[src/rtl/disp_sched.sv]
// disp_sched: credit-based dispense scheduler with two-panel round-robin arbitration and a WAIT watchdog.
// Optional leftover-credit refund state is built only when DISP_SCHED_REFUND_EN is defined.
module disp_sched #(
   parameter int unsigned PRICE   = 4,
   parameter int unsigned TIMEOUT = 1000
) (
   input  logic       clk,
   input  logic       areset,
   input  logic       req0,
   input  logic       req1,
   input  logic [3:0] sel0,
   input  logic [3:0] sel1,
   input  logic       coin_valid,
   input  logic [2:0] coin_val,
   input  logic       disp_done,
   input  logic       fault_clr,
   output logic       gnt0,
   output logic       gnt1,
   output logic       disp_start,
   output logic [3:0] disp_sel,
   output logic [7:0] credit,
   output logic       busy,
   output logic       err,
   output logic       refund_pulse
);

   typedef enum logic [2:0] {
      S_IDLE  = 3'd0,
      S_GRANT = 3'd1,
      S_START = 3'd2,
      S_WAIT  = 3'd3,
      S_DONE  = 3'd4,
      S_FAULT = 3'd5
`ifdef DISP_SCHED_REFUND_EN
      , S_REFUND = 3'd6
`endif
   } state_t;

   localparam logic signed [10:0] PRICE_S  = 11'(PRICE);
   localparam logic        [15:0] TIMER_MAX = 16'(TIMEOUT - 1);

   state_t             state_q, state_d;
   logic        [7:0]  credit_q, credit_d;
   logic        [15:0] timer_q, timer_d;
   logic        [3:0]  sel_q;
   logic               prio_q;
   logic               win;
   logic               gnt0_q, gnt1_q, start_q, busy_q, err_q;
   logic signed [10:0] adj;
   logic signed [10:0] net;
   logic        [2:0]  coin_add;
   logic               grant_now;
`ifdef DISP_SCHED_REFUND_EN
   logic               refund_q;
`endif

   always_comb begin
      state_d  = state_q;
      timer_d  = timer_q;
      adj      = '0;
      // prio_q names the panel that wins a tie; a lone requester always wins
      win      = (req0 && req1) ? prio_q : req1;
      coin_add = coin_valid ? coin_val : 3'd0;
      case (state_q)
         S_IDLE:  if ((credit_q >= 8'(PRICE)) && (req0 || req1)) state_d = S_GRANT;
         S_GRANT: state_d = S_START;
         S_START: begin
            adj     = -PRICE_S;
            timer_d = '0;
            state_d = S_WAIT;
         end
         S_WAIT: begin
            if (disp_done) begin
               state_d = S_DONE;
            end else if (timer_q == TIMER_MAX) begin
               state_d = S_FAULT;
               adj     = PRICE_S;
            end else begin
               timer_d = timer_q + 16'd1;
            end
         end
`ifdef DISP_SCHED_REFUND_EN
         S_DONE:   state_d = (credit_q != 8'd0) ? S_REFUND : S_IDLE;
         S_FAULT:  if (fault_clr) state_d = (credit_q != 8'd0) ? S_REFUND : S_IDLE;
         S_REFUND: adj = -11'sd1;
`else
         S_DONE:   state_d = S_IDLE;
         S_FAULT:  if (fault_clr) state_d = S_IDLE;
`endif
         default:  state_d = S_IDLE;
      endcase

      // coin and deduction/restore are netted before saturating
      net = $signed({3'b000, credit_q}) + $signed({8'd0, coin_add}) + adj;
      if (net < 11'sd0)        credit_d = 8'd0;
      else if (net > 11'sd255) credit_d = 8'd255;
      else                     credit_d = net[7:0];

`ifdef DISP_SCHED_REFUND_EN
      if ((state_q == S_REFUND) && (credit_d == 8'd0)) state_d = S_IDLE;
`endif
   end

   assign grant_now = (state_q == S_IDLE) && (state_d == S_GRANT);

   always_ff @(posedge clk or posedge areset) begin
      if (areset) begin
         state_q  <= S_IDLE;
         credit_q <= '0;
         timer_q  <= '0;
         sel_q    <= '0;
         prio_q   <= 1'b0;
         gnt0_q   <= 1'b0;
         gnt1_q   <= 1'b0;
         start_q  <= 1'b0;
         busy_q   <= 1'b0;
         err_q    <= 1'b0;
`ifdef DISP_SCHED_REFUND_EN
         refund_q <= 1'b0;
`endif
      end else begin
         state_q  <= state_d;
         credit_q <= credit_d;
         timer_q  <= timer_d;
         gnt0_q   <= grant_now && !win;
         gnt1_q   <= grant_now && win;
         if (grant_now) begin
            sel_q  <= win ? sel1 : sel0;
            prio_q <= ~win;
         end
         start_q  <= (state_d == S_START);
         busy_q   <= (state_d != S_IDLE);
         err_q    <= (state_d == S_FAULT);
`ifdef DISP_SCHED_REFUND_EN
         refund_q <= (state_d == S_REFUND);
`endif
      end
   end

   assign gnt0       = gnt0_q;
   assign gnt1       = gnt1_q;
   assign disp_start = start_q;
   assign disp_sel   = sel_q;
   assign credit     = credit_q;
   assign busy       = busy_q;
   assign err        = err_q;
`ifdef DISP_SCHED_REFUND_EN
   assign refund_pulse = refund_q;
`else
   assign refund_pulse = 1'b0;
`endif

endmodule

[config.mk]
export PLATFORM = sky130hd
export DESIGN_NAME = disp_sched
export DESIGN_NICKNAME = d
export VERILOG_FILES = /design/src/rtl/disp_sched.sv
export SDC_FILE = /design/constraint.sdc
export NUM_CORES = 1
export LEC_CHECK = 0
export ABC_CLOCK_PERIOD_IN_PS = 4130
export BUFFER_PORTS_ARGS = -buffer_cell sky130_fd_sc_hd__buf_2
export CAP_MARGIN = 20
export CELL_PAD_IN_SITES_DETAIL_PLACEMENT = 0
export CELL_PAD_IN_SITES_GLOBAL_PLACEMENT = 1
export CORE_ASPECT_RATIO = 1.75
export CORE_MARGIN = 2
export CORE_UTILIZATION = 40
export DETAILED_ROUTE_END_ITERATION = 10
export GPL_TIMING_DRIVEN = 0
export HOLD_SLACK_MARGIN = 0.15
export PLACE_DENSITY = 0.83
export SYNTH_ARGS = -nofsm -noshare
export SYNTH_HDL_FRONTEND = slang
export SYNTH_SLANG_ARGS = --single-unit
[constraint.sdc]
create_clock -name clk -period 4.13 [get_ports clk]
set_clock_uncertainty 0.2 [all_clocks]
set_input_delay 0.413 -clock clk [delete_from_list [all_inputs] [get_ports clk]]
set_output_delay 0.413 -clock clk [all_outputs]
set_load 0.02 [all_outputs]
==> results.ini, run 1 <==
[worst_hold_path]
hold_path_class = in2reg

[power_and_ir_drop]
ir_drop_uv = 479
switching_share = 0.468
leakagePower_nw = 1.27
p_sw_w = 0.00100
power.density_mw_per_mm2 = 771
p_comb_frac = 0.616
internal_power_w = 0.00114
p_clk_frac = 0.120
power_w = 0.00214
sequentialPowerShare = 0.264

[synthesis]
async_flop_share = 1.00
syn_area_sq_mm = 0.00242
ys_ff_latch = 37
synth_area_per_cell_sq_um = 9.71
ys_types = 55
ys_warn_count = 0
synthCells = 249
synth-edff-count = 0
synth_top_family_by_area = simple AND/OR/NAND/NOR gates
seq_area_frac_synth = 0.383
ys.flop_type = dfrtp_1
synth_nets = 281
synth_mux_area_frac = 0.0212
synthAdderAreaFrac = 0.0787
synth_compound_area_frac = 0.128
synth-xor-area-share = 0.0978
synth-simple-area-share = 0.251

[placement]
place_area_sq_mm = 0.00269
gp_congestion = 0.804
dp_slack_ns = 0.414
port_buffers = 34
hpwlAfterDp_mm = 3.85

[cts]
cts_tree = built
htreeDepth = 2
clkTransAtPathRegs_ns = 0.07
cts_root_buf = clkbuf_8
cts_resized = 0
clkLatencyLatePin_ns = 0.29
clk_path_buf_depth = 2
cts_sinks = 37
post_cts.repair.setup_buffers = 0
cts_buffers = 5

[finish]
drive_gt1_frac = 0.227
syn2layout_area_growth_pct = 15.1
fin_nets = 323
fin_area_sq_mm = 0.00278
most-common-layout-cells = 37 x buf_2, 37 x dfrtp_1, 33 x nor2_1, 21 x a21oi_1, 14 x xor2_1
antenna_cells = 0
fillers = 594

[worst_setup_path]
crit_buf_inv = 3
slowest_stage = buf_1
cp_cell_sequence = buf_6 -> and2b_1 -> nand2_2 -> inv_2 -> buf_1 -> ha_1 -> a211oi_2 -> o21bai_1 -> o211a_1 -> o31ai_4 -> a21oi_1
path_class = reg2reg
crit_path_max_fanout = 17
cp.required_ns = 4.06
endpoint_kind = flip-flop
cp-start-kind = flip-flop
slowest_delay_ns = 0.69
worstPathArrival_ns = 3.64
cp_top_family = compound AO/OA/AOI/OAI gates

[timing]
setup_slack_ns = 0.428
hold_viol_final = 0
holdWs_ns = 0.223
drv_slew = 0
slew_headroom = 0.413
tightest_slew_ns = 0.881
finalCritPeriodShare = 0.896
period_minus_slack_ns = 3.70
max_freq_ghz = 0.270
finalSetupViolations = 0
setup_tns_ns = 0
rsz0062_at_grt = false

[global_route]
grt_pass1_wl_mm = 8.88
antenna_found_initial = 0
grt_overflow_total = 0
grt.total_usage = 0.168
grt_pass1_vias = 1946
grt_max_degree = 38

[floorplanning]
die_h_um = 107
dieArea_sq_mm = 0.00671
rows = 37
core_area_sq_mm = 0.00588
die_w_um = 62.8
ios = 36
initial_utilization = 0.411

[route]
drtAntennaViolNets = 0
vias_per_cell = 5.21
drt_wl_total_mm = 5.07
drcViolationCount = 0
drt_iter0_markers = 53
vias = 1922
first_pass_iters = 4
routedWlPerCell_um = 13.7

[flow_run]
max-cap-violations = 0

[outcome]
outcome = completed

-- worst paths after layout --
check	startpoint	to	slack (ns)	depth (start not counted)
min in group asynchronous	areset	err	0.62	3
setup / recovery	state_q[2]	credit[3]	0.43	11
hold / removal	fault_clr	busy	0.22	4
max in group asynchronous	areset	credit[4]	2.59	3
hold reg to reg	prio_q	prio_q	0.32	1
setup reg to reg	state_q[2]	credit[3]	0.43	11
-- metal layers --
layer,share of wire,vias up,track usage
met2,0.55,34,0.322
met5,0,-,0
met3,0.023,15,0.0210
met4,0.035,0,0.0905
li1,-,962,-
met1,0.39,911,0.173
-- logic make-up (layout without fill, tap and decap cells) --
| kind of cell | Yosys count | in the layout |
|---|---|---|
| adders and majority gates | 14 | 14 |
| AOI/OAI and AO/OA | 48 | 48 |
| and+or+nand+nor | 99 | 99 |
| DFF | 37 | 37 |
| muxes | 5 | 5 |
| xor gates and xnor gates | 27 | 27 |
| buffers and inverters | 18 | 60 |
| other | 1 | 1 |
-- through the flow --
stage,util,std cells
5_1_grt,0.473,369
3_5_place_dp,0.457,361
6_report,0.473,369
2_1_floorplan,-,249
4_1_cts,0.473,369
3_3_place_gp,0.457,361
-- final cells by class --
class	instances	area (sq um)	area share
Timing Repair Buffer	35	180	0.0648
Inverter	10	37.5	0.0135
Tap cell	78	97.6	0.0351
Sequential cell	37	926	0.333
Clock buffer	7	86.3	0.0310
Multi-Input combinational cell	194	1400	0.502
Buffer	8	56.3	0.0202
-- power groups by stage --
stage	Sequential (W)	Clock (W)	Combinational (W)
4_1_cts	0.000568	0.000267	0.00133
3_5_place_dp	0.000574	0	0.00133
3_3_place_gp	0.000572	0	0.00132
5_1_grt	0.000582	0.000280	0.00148
2_1_floorplan	0.000652	0	0.000940
6_report	0.000565	0.000258	0.00132
-- synth_stat cells (2+ instances only) --
| cell | instances | share of area |
|---|---|---|
| nor3_1 | 4 | 0.0083 |
| o21ai_1 | 4 | 0.0083 |
| and3_1 | 2 | 0.0052 |
| and4_1 | 3 | 0.011 |
| a21oi_1 | 21 | 0.043 |
| nand2_1 | 11 | 0.017 |
| xor2_1 | 14 | 0.051 |
| o21ai_0 | 8 | 0.017 |
| mux2i_1 | 4 | 0.017 |
| nor2_1 | 33 | 0.051 |
| buf_6 | 2 | 0.0093 |
| a21o_1 | 3 | 0.0093 |
| nor4_2 | 5 | 0.026 |
| dfrtp_1 | 37 | 0.38 |
| nor4_1 | 2 | 0.0052 |
| buf_4 | 2 | 0.0062 |
| and2_1 | 7 | 0.018 |
| ha_1 | 12 | 0.062 |
| nand4_1 | 11 | 0.028 |
| buf_2 | 3 | 0.0062 |
| fa_1 | 2 | 0.017 |
| nand3_1 | 6 | 0.012 |
| xnor2_1 | 13 | 0.047 |
| inv_1 | 9 | 0.014 |
-- tightest hold or removal path: cells and delay by family --
kind | cells | cell delay [ns]
compound gates | 2 | 0.13
buf+inv | 1 | 0.08
simple gates | 1 | 0.05
-- registers in the layout, summed over array words and instances, names as in the netlist --
name / count
state_q: 3
disp_sel: 4
prio_q: 1
err: 1
gnt1: 1
busy: 1
gnt0: 1
credit: 8
timer_q: 16
disp_start: 1
-- timing repair --
action,4_1_cts,5_1_grt
endpoints found under the hold margin,37,0
setup endpoints to repair,0,0
hold buffers,1,0
Note: power is estimated with default switching activity, not from simulation.
==> run 2, diff against run 1 <==
--- a/config.mk
+++ b/config.mk
@@ -6,7 +6,6 @@
 export NUM_CORES = 1
 export LEC_CHECK = 0
 export ABC_CLOCK_PERIOD_IN_PS = 4130
-export BUFFER_PORTS_ARGS = -buffer_cell sky130_fd_sc_hd__buf_2
 export CAP_MARGIN = 20
 export CELL_PAD_IN_SITES_DETAIL_PLACEMENT = 0
 export CELL_PAD_IN_SITES_GLOBAL_PLACEMENT = 1
@@ -14,9 +13,10 @@
 export CORE_MARGIN = 2
 export CORE_UTILIZATION = 40
 export DETAILED_ROUTE_END_ITERATION = 10
+export DONT_BUFFER_PORTS = 1
 export GPL_TIMING_DRIVEN = 0
 export HOLD_SLACK_MARGIN = 0.15
-export PLACE_DENSITY = 0.83
+export PLACE_DENSITY = 0.76
 export SYNTH_ARGS = -nofsm -noshare
 export SYNTH_HDL_FRONTEND = slang
 export SYNTH_SLANG_ARGS = --single-unit
==> run 2 against run 1 <==
Via count decreased by 4.7%; combinational power decreased by 12%; non-clock buffer count decreased by 23; critical endpoint is now credit[4]; highest routed layer unchanged; setup slack about the same; wire length increased by 3.3%.
==> results.ini, run 2 (synthesis results as in run 1) <==
[worst_setup_path]
r2r-start = state_q[2]
slowest_delay_ns = 0.70
path_class = reg2reg
worstPathArrival_ns = 3.63
cp_cell_sequence = buf_6 -> and2b_1 -> nand2_2 -> inv_2 -> buf_1 -> ha_1 -> a211oi_2 -> o21bai_1 -> o211a_1 -> o31ai_4 -> a21oi_1
crit_path_max_fanout = 17
crit_buf_inv = 3
crit_start = state_q[2]
cp.required_ns = 4.06
cp_top_family = compound AO/OA/AOI/OAI gates
cp-start-kind = flip-flop
endpoint_kind = flip-flop
slowest_stage = buf_1

[route]
drtAntennaViolNets = 0
drt_wl_total_mm = 5.24
vias_per_cell = 5.28
routedWlPerCell_um = 15.1
drcViolationCount = 0
first_pass_iters = 4
vias = 1831
drt_iter0_markers = 65

[floorplanning]
dieArea_sq_mm = 0.00671
die_h_um = 107
rows = 37
initial_utilization = 0.411
die_w_um = 62.8
core_area_sq_mm = 0.00588
ios = 36

[timing]
period_minus_slack_ns = 3.70
tightest_slew_ns = 0.899
finalSetupViolations = 0
setup_tns_ns = 0
drv_slew = 0
rsz0062_at_grt = false
slew_headroom = 0.401
finalCritPeriodShare = 0.896
max_freq_ghz = 0.270
hold_viol_final = 0

[power_and_ir_drop]
leakagePower_nw = 1.19
power.density_mw_per_mm2 = 768
ir_drop_uv = 516

[finish]
most-common-layout-cells = 37 x dfrtp_1, 33 x nor2_1, 21 x a21oi_1, 14 x xor2_1, 13 x xnor2_1
seqCellArea_sq_um = 926
largest_register = timer_q
fin_area_sq_mm = 0.00273
fin_nets = 300
syn2layout_area_growth_pct = 13.0
layout_commonest_cell = dfrtp_1
fillers = 586
multi_input_area_sq_mm = 0.00140
antenna_cells = 0
drive_gt1_frac = 0.126
largest_reg_flops = 16

[placement]
gp_congestion = 0.789
port_buffers = 0
hpwlAfterDp_mm = 3.86
place_area_sq_mm = 0.00251

[worst_hold_path]
hold_path_class = in2reg
hp-start = disp_done

[global_route]
grt.total_usage = 0.168
grt_pass1_wl_mm = 8.83
grt_max_degree = 38
grt_overflow_total = 0
grt_pass1_vias = 1880
antenna_found_initial = 0

[flow_run]
max-cap-violations = 0

[cts]
clkTransAtPathRegs_ns = 0.08
hold_buffers = 11
cts_tree = built
clkLatencyLatePin_ns = 0.29
cts_root_buf = clkbuf_8
cts_sinks = 37
post_cts.repair.setup_buffers = 0
htreeDepth = 2
cts_resized = 0
cts_buffers = 5
clk_path_buf_depth = 2

[outcome]
outcome = completed

-- run 2: changes by cell type in the layout (fill, tap and decap cells not counted), sizes merged --
cell and change:
dlygate4sd3 +11, clkinv +2, clkbuf -1, buf -34
-- run 2: per-layer routing --
layer  track usage  part of all wire
met2         0.330              0.58
met1         0.167              0.38
met4        0.0746             0.021
met5             0                 0
met3        0.0304             0.026
-- run 2: path summary, 6_finish.rpt --
path                                   end  slack (ns)  cells after the start
max in group asynchronous        credit[6]        2.69                      2
min in group asynchronous              err        0.52                      2
worst max-delay path             credit[4]        0.43                     11
worst min register to register      prio_q        0.31                      1
worst max register to register   credit[4]        0.43                     11
worst min-delay path            state_q[0]        0.17                      2
-- run 2: stage by stage --
stage | utilization | cells | worst slack (ns) | hold slack, ns | power [W]
2_1_floorplan | - | 249 | 0.967 | 0.281 | 0.00159
5_1_grt | 0.465 | 347 | 0.130 | 0.194 | 0.00230
3_5_place_dp | 0.428 | 327 | 0.382 | 0.301 | 0.00183
3_3_place_gp | 0.428 | 327 | 0.427 | 0.294 | 0.00182
4_1_cts | 0.463 | 346 | 0.358 | 0.153 | 0.00213
6_report | 0.465 | 347 | 0.428 | 0.173 | 0.00210
-- run 2: cell type report --
cell class	instances	area share
Buffer	8	0.0206
Clock buffer	6	0.0302
Clock inverter	2	0.00504
Inverter	10	0.0137
Multi-Input combinational cell	194	0.512
Sequential cell	37	0.339
Tap cell	78	0.0357
Timing Repair Buffer	12	0.0440
-- run 2: power breakdown --
group          switching [W]  internal (W)  leakage (nW)
combinational       0.000666      0.000489         0.674
clock               0.000132      0.000135        0.0512
sequential          0.000198      0.000477         0.468
==> run 3, diff against run 2 <==
--- a/config.mk
+++ b/config.mk
@@ -7,8 +7,6 @@
 export LEC_CHECK = 0
 export ABC_CLOCK_PERIOD_IN_PS = 4130
 export CAP_MARGIN = 20
-export CELL_PAD_IN_SITES_DETAIL_PLACEMENT = 0
-export CELL_PAD_IN_SITES_GLOBAL_PLACEMENT = 1
 export CORE_ASPECT_RATIO = 1.75
 export CORE_MARGIN = 2
 export CORE_UTILIZATION = 40
@@ -16,7 +14,7 @@
 export DONT_BUFFER_PORTS = 1
 export GPL_TIMING_DRIVEN = 0
 export HOLD_SLACK_MARGIN = 0.15
-export PLACE_DENSITY = 0.76
+export PLACE_DENSITY = 0.63
 export SYNTH_ARGS = -nofsm -noshare
 export SYNTH_HDL_FRONTEND = slang
 export SYNTH_SLANG_ARGS = --single-unit
==> run 3 against run 2 <==
Critical path depth did not move; die area did not move; setup slack improved by 0.032 ns; power rose by 4.1%; fmax rose by 0.86%; critical path type unchanged; combinational power barely moved; first-iteration DRC count fell by 48%; worst hold slack got worse by 0.019 ns.
==> results.ini, run 3 (synthesis results as in run 1) <==
[outcome]
outcome = completed

[cts]
cts_sinks = 37
cts_tree = built
htreeDepth = 2
cts_root_buf = clkbuf_8
clk_path_buf_depth = 2
post_cts.repair.setup_buffers = 0
clkTransAtPathRegs_ns = 0.08
cts_buffers = 5
clkLatencyLatePin_ns = 0.30
cts_resized = 0

[worst_hold_path]
hp-start = sel0[3]
hold_path_class = in2reg

[finish]
antenna_cells = 0
final_core_util = 0.465
fillers = 575
layout_commonest_cell = dfrtp_1
most-common-layout-cells = 37 x dfrtp_1, 33 x nor2_1, 21 x a21oi_1, 14 x xor2_1, 13 x xnor2_1
syn2layout_area_growth_pct = 13.0
fin_nets = 298
largest_register = timer_q
largest_reg_flops = 16
drive_gt1_frac = 0.124

[timing]
finalSetupViolations = 0
period_minus_slack_ns = 3.67
tightest_slew_ns = 0.829
hold_viol_final = 0
rsz0062_at_grt = false
setup_tns_ns = 0
max_freq_ghz = 0.272
drv_slew = 0
setup_slack_ns = 0.459
slew_headroom = 0.447
finalCritPeriodShare = 0.889
holdWs_ns = 0.154

[worst_setup_path]
cp.required_ns = 4.07
crit_start = state_q[2]
crit_path_max_fanout = 17
path_class = reg2reg
cp-start-kind = flip-flop
worstPathArrival_ns = 3.61
endpoint_kind = flip-flop
r2r-start = state_q[2]

[floorplanning]
ios = 36
initial_utilization = 0.411
die_h_um = 107
dieArea_sq_mm = 0.00671
rows = 37
core_area_sq_mm = 0.00588
die_w_um = 62.8

[route]
drt_iter0_markers = 34
routedWlPerCell_um = 15.2
vias = 1853
drtAntennaViolNets = 0
drcViolationCount = 0
vias_per_cell = 5.37
first_pass_iters = 4
drt_wl_total_mm = 5.26

[global_route]
grt_pass1_wl_mm = 9.23
grt_overflow_total = 0
grt_pass1_vias = 2007
antenna_found_initial = 0
grt_max_degree = 38
grt.total_usage = 0.172

[flow_run]
max-cap-violations = 0

[power_and_ir_drop]
ir_drop_uv = 560
power.density_mw_per_mm2 = 799
leakagePower_nw = 1.19

[placement]
hpwlAfterDp_mm = 3.79
gp_congestion = 0.782
port_buffers = 0
dp_slack_ns = 0.442

## run 3: cell count changes in the layout (fill, tap and decap cells not counted)
cell / delta
bufinv_16: +1
clkbuf_1: +1
clkinv_2: -1
clkinv_4: -1
dlygate4sd3_1: -2
## run 3: final timing paths
kind	slack [ns]	cells after the start	to
max in group asynchronous	2.67	2	credit[6]
worst max-delay path	0.46	11	credit[1]
worst min-delay path	0.15	2	disp_sel[3]
worst min register to register	0.31	1	prio_q
worst max register to register	0.46	11	credit[1]
min in group asynchronous	0.55	2	busy
## run 3: layout make-up
| type | instances | area [sq um] | area share |
|---|---|---|---|
| Clock inverter | 1 | 30.0 | 0.0110 |
| Tap cell | 78 | 97.6 | 0.0357 |
| Timing Repair Buffer | 10 | 100 | 0.0366 |
| Sequential cell | 37 | 926 | 0.339 |
| Multi-Input combinational cell | 194 | 1400 | 0.512 |
| Inverter | 10 | 37.5 | 0.0137 |
| Buffer | 8 | 56.3 | 0.0206 |
| Clock buffer | 7 | 86.3 | 0.0316 |
## run 3: stage by stage
stage / instance area [sq um] / total power, W / cells
floorplan: 2420 / 0.00159 / 249
global placement: 2510 / 0.00182 / 327
detailed placement: 2510 / 0.00184 / 327
CTS: 2730 / 0.00219 / 345
global route: 2730 / 0.00237 / 345
finish: 2730 / 0.00218 / 345
## run 3: layer usage
metal,vias up,GRT usage,wire length (um)
met5,-,0,0
met4,0,0.0984,182
met3,17,0.0304,180
met2,45,0.315,2880
met1,879,0.183,2020
li1,912,-,-
## run 3: timing repair
item                                    CTS  global route
hold endpoints to repair                 44             0
hold buffers                             10             0
endpoints found under the setup margin    0             0
## run 3: power by group
part / switching (W) / leakage, nW / total [W] / internal, W
Combinational: 0.000687 / 0.663 / 0.00117 / 0.000487
Sequential: 0.000196 / 0.468 / 0.000673 / 0.000477
Clock: 0.000139 / 0.0585 / 0.000336 / 0.000197
## run 3: critical path, cell delays in order (launching register included)
cell	delay [ns]
dfrtp_1	0.38
buf_6	0.14
and2b_1	0.24
nand2_2	0.12
inv_2	0.17
buf_1	0.65
ha_1	0.42
o21ai_0	0.24
o21bai_1	0.14
o211a_1	0.26
o31ai_4	0.43
a21oi_1	0.13
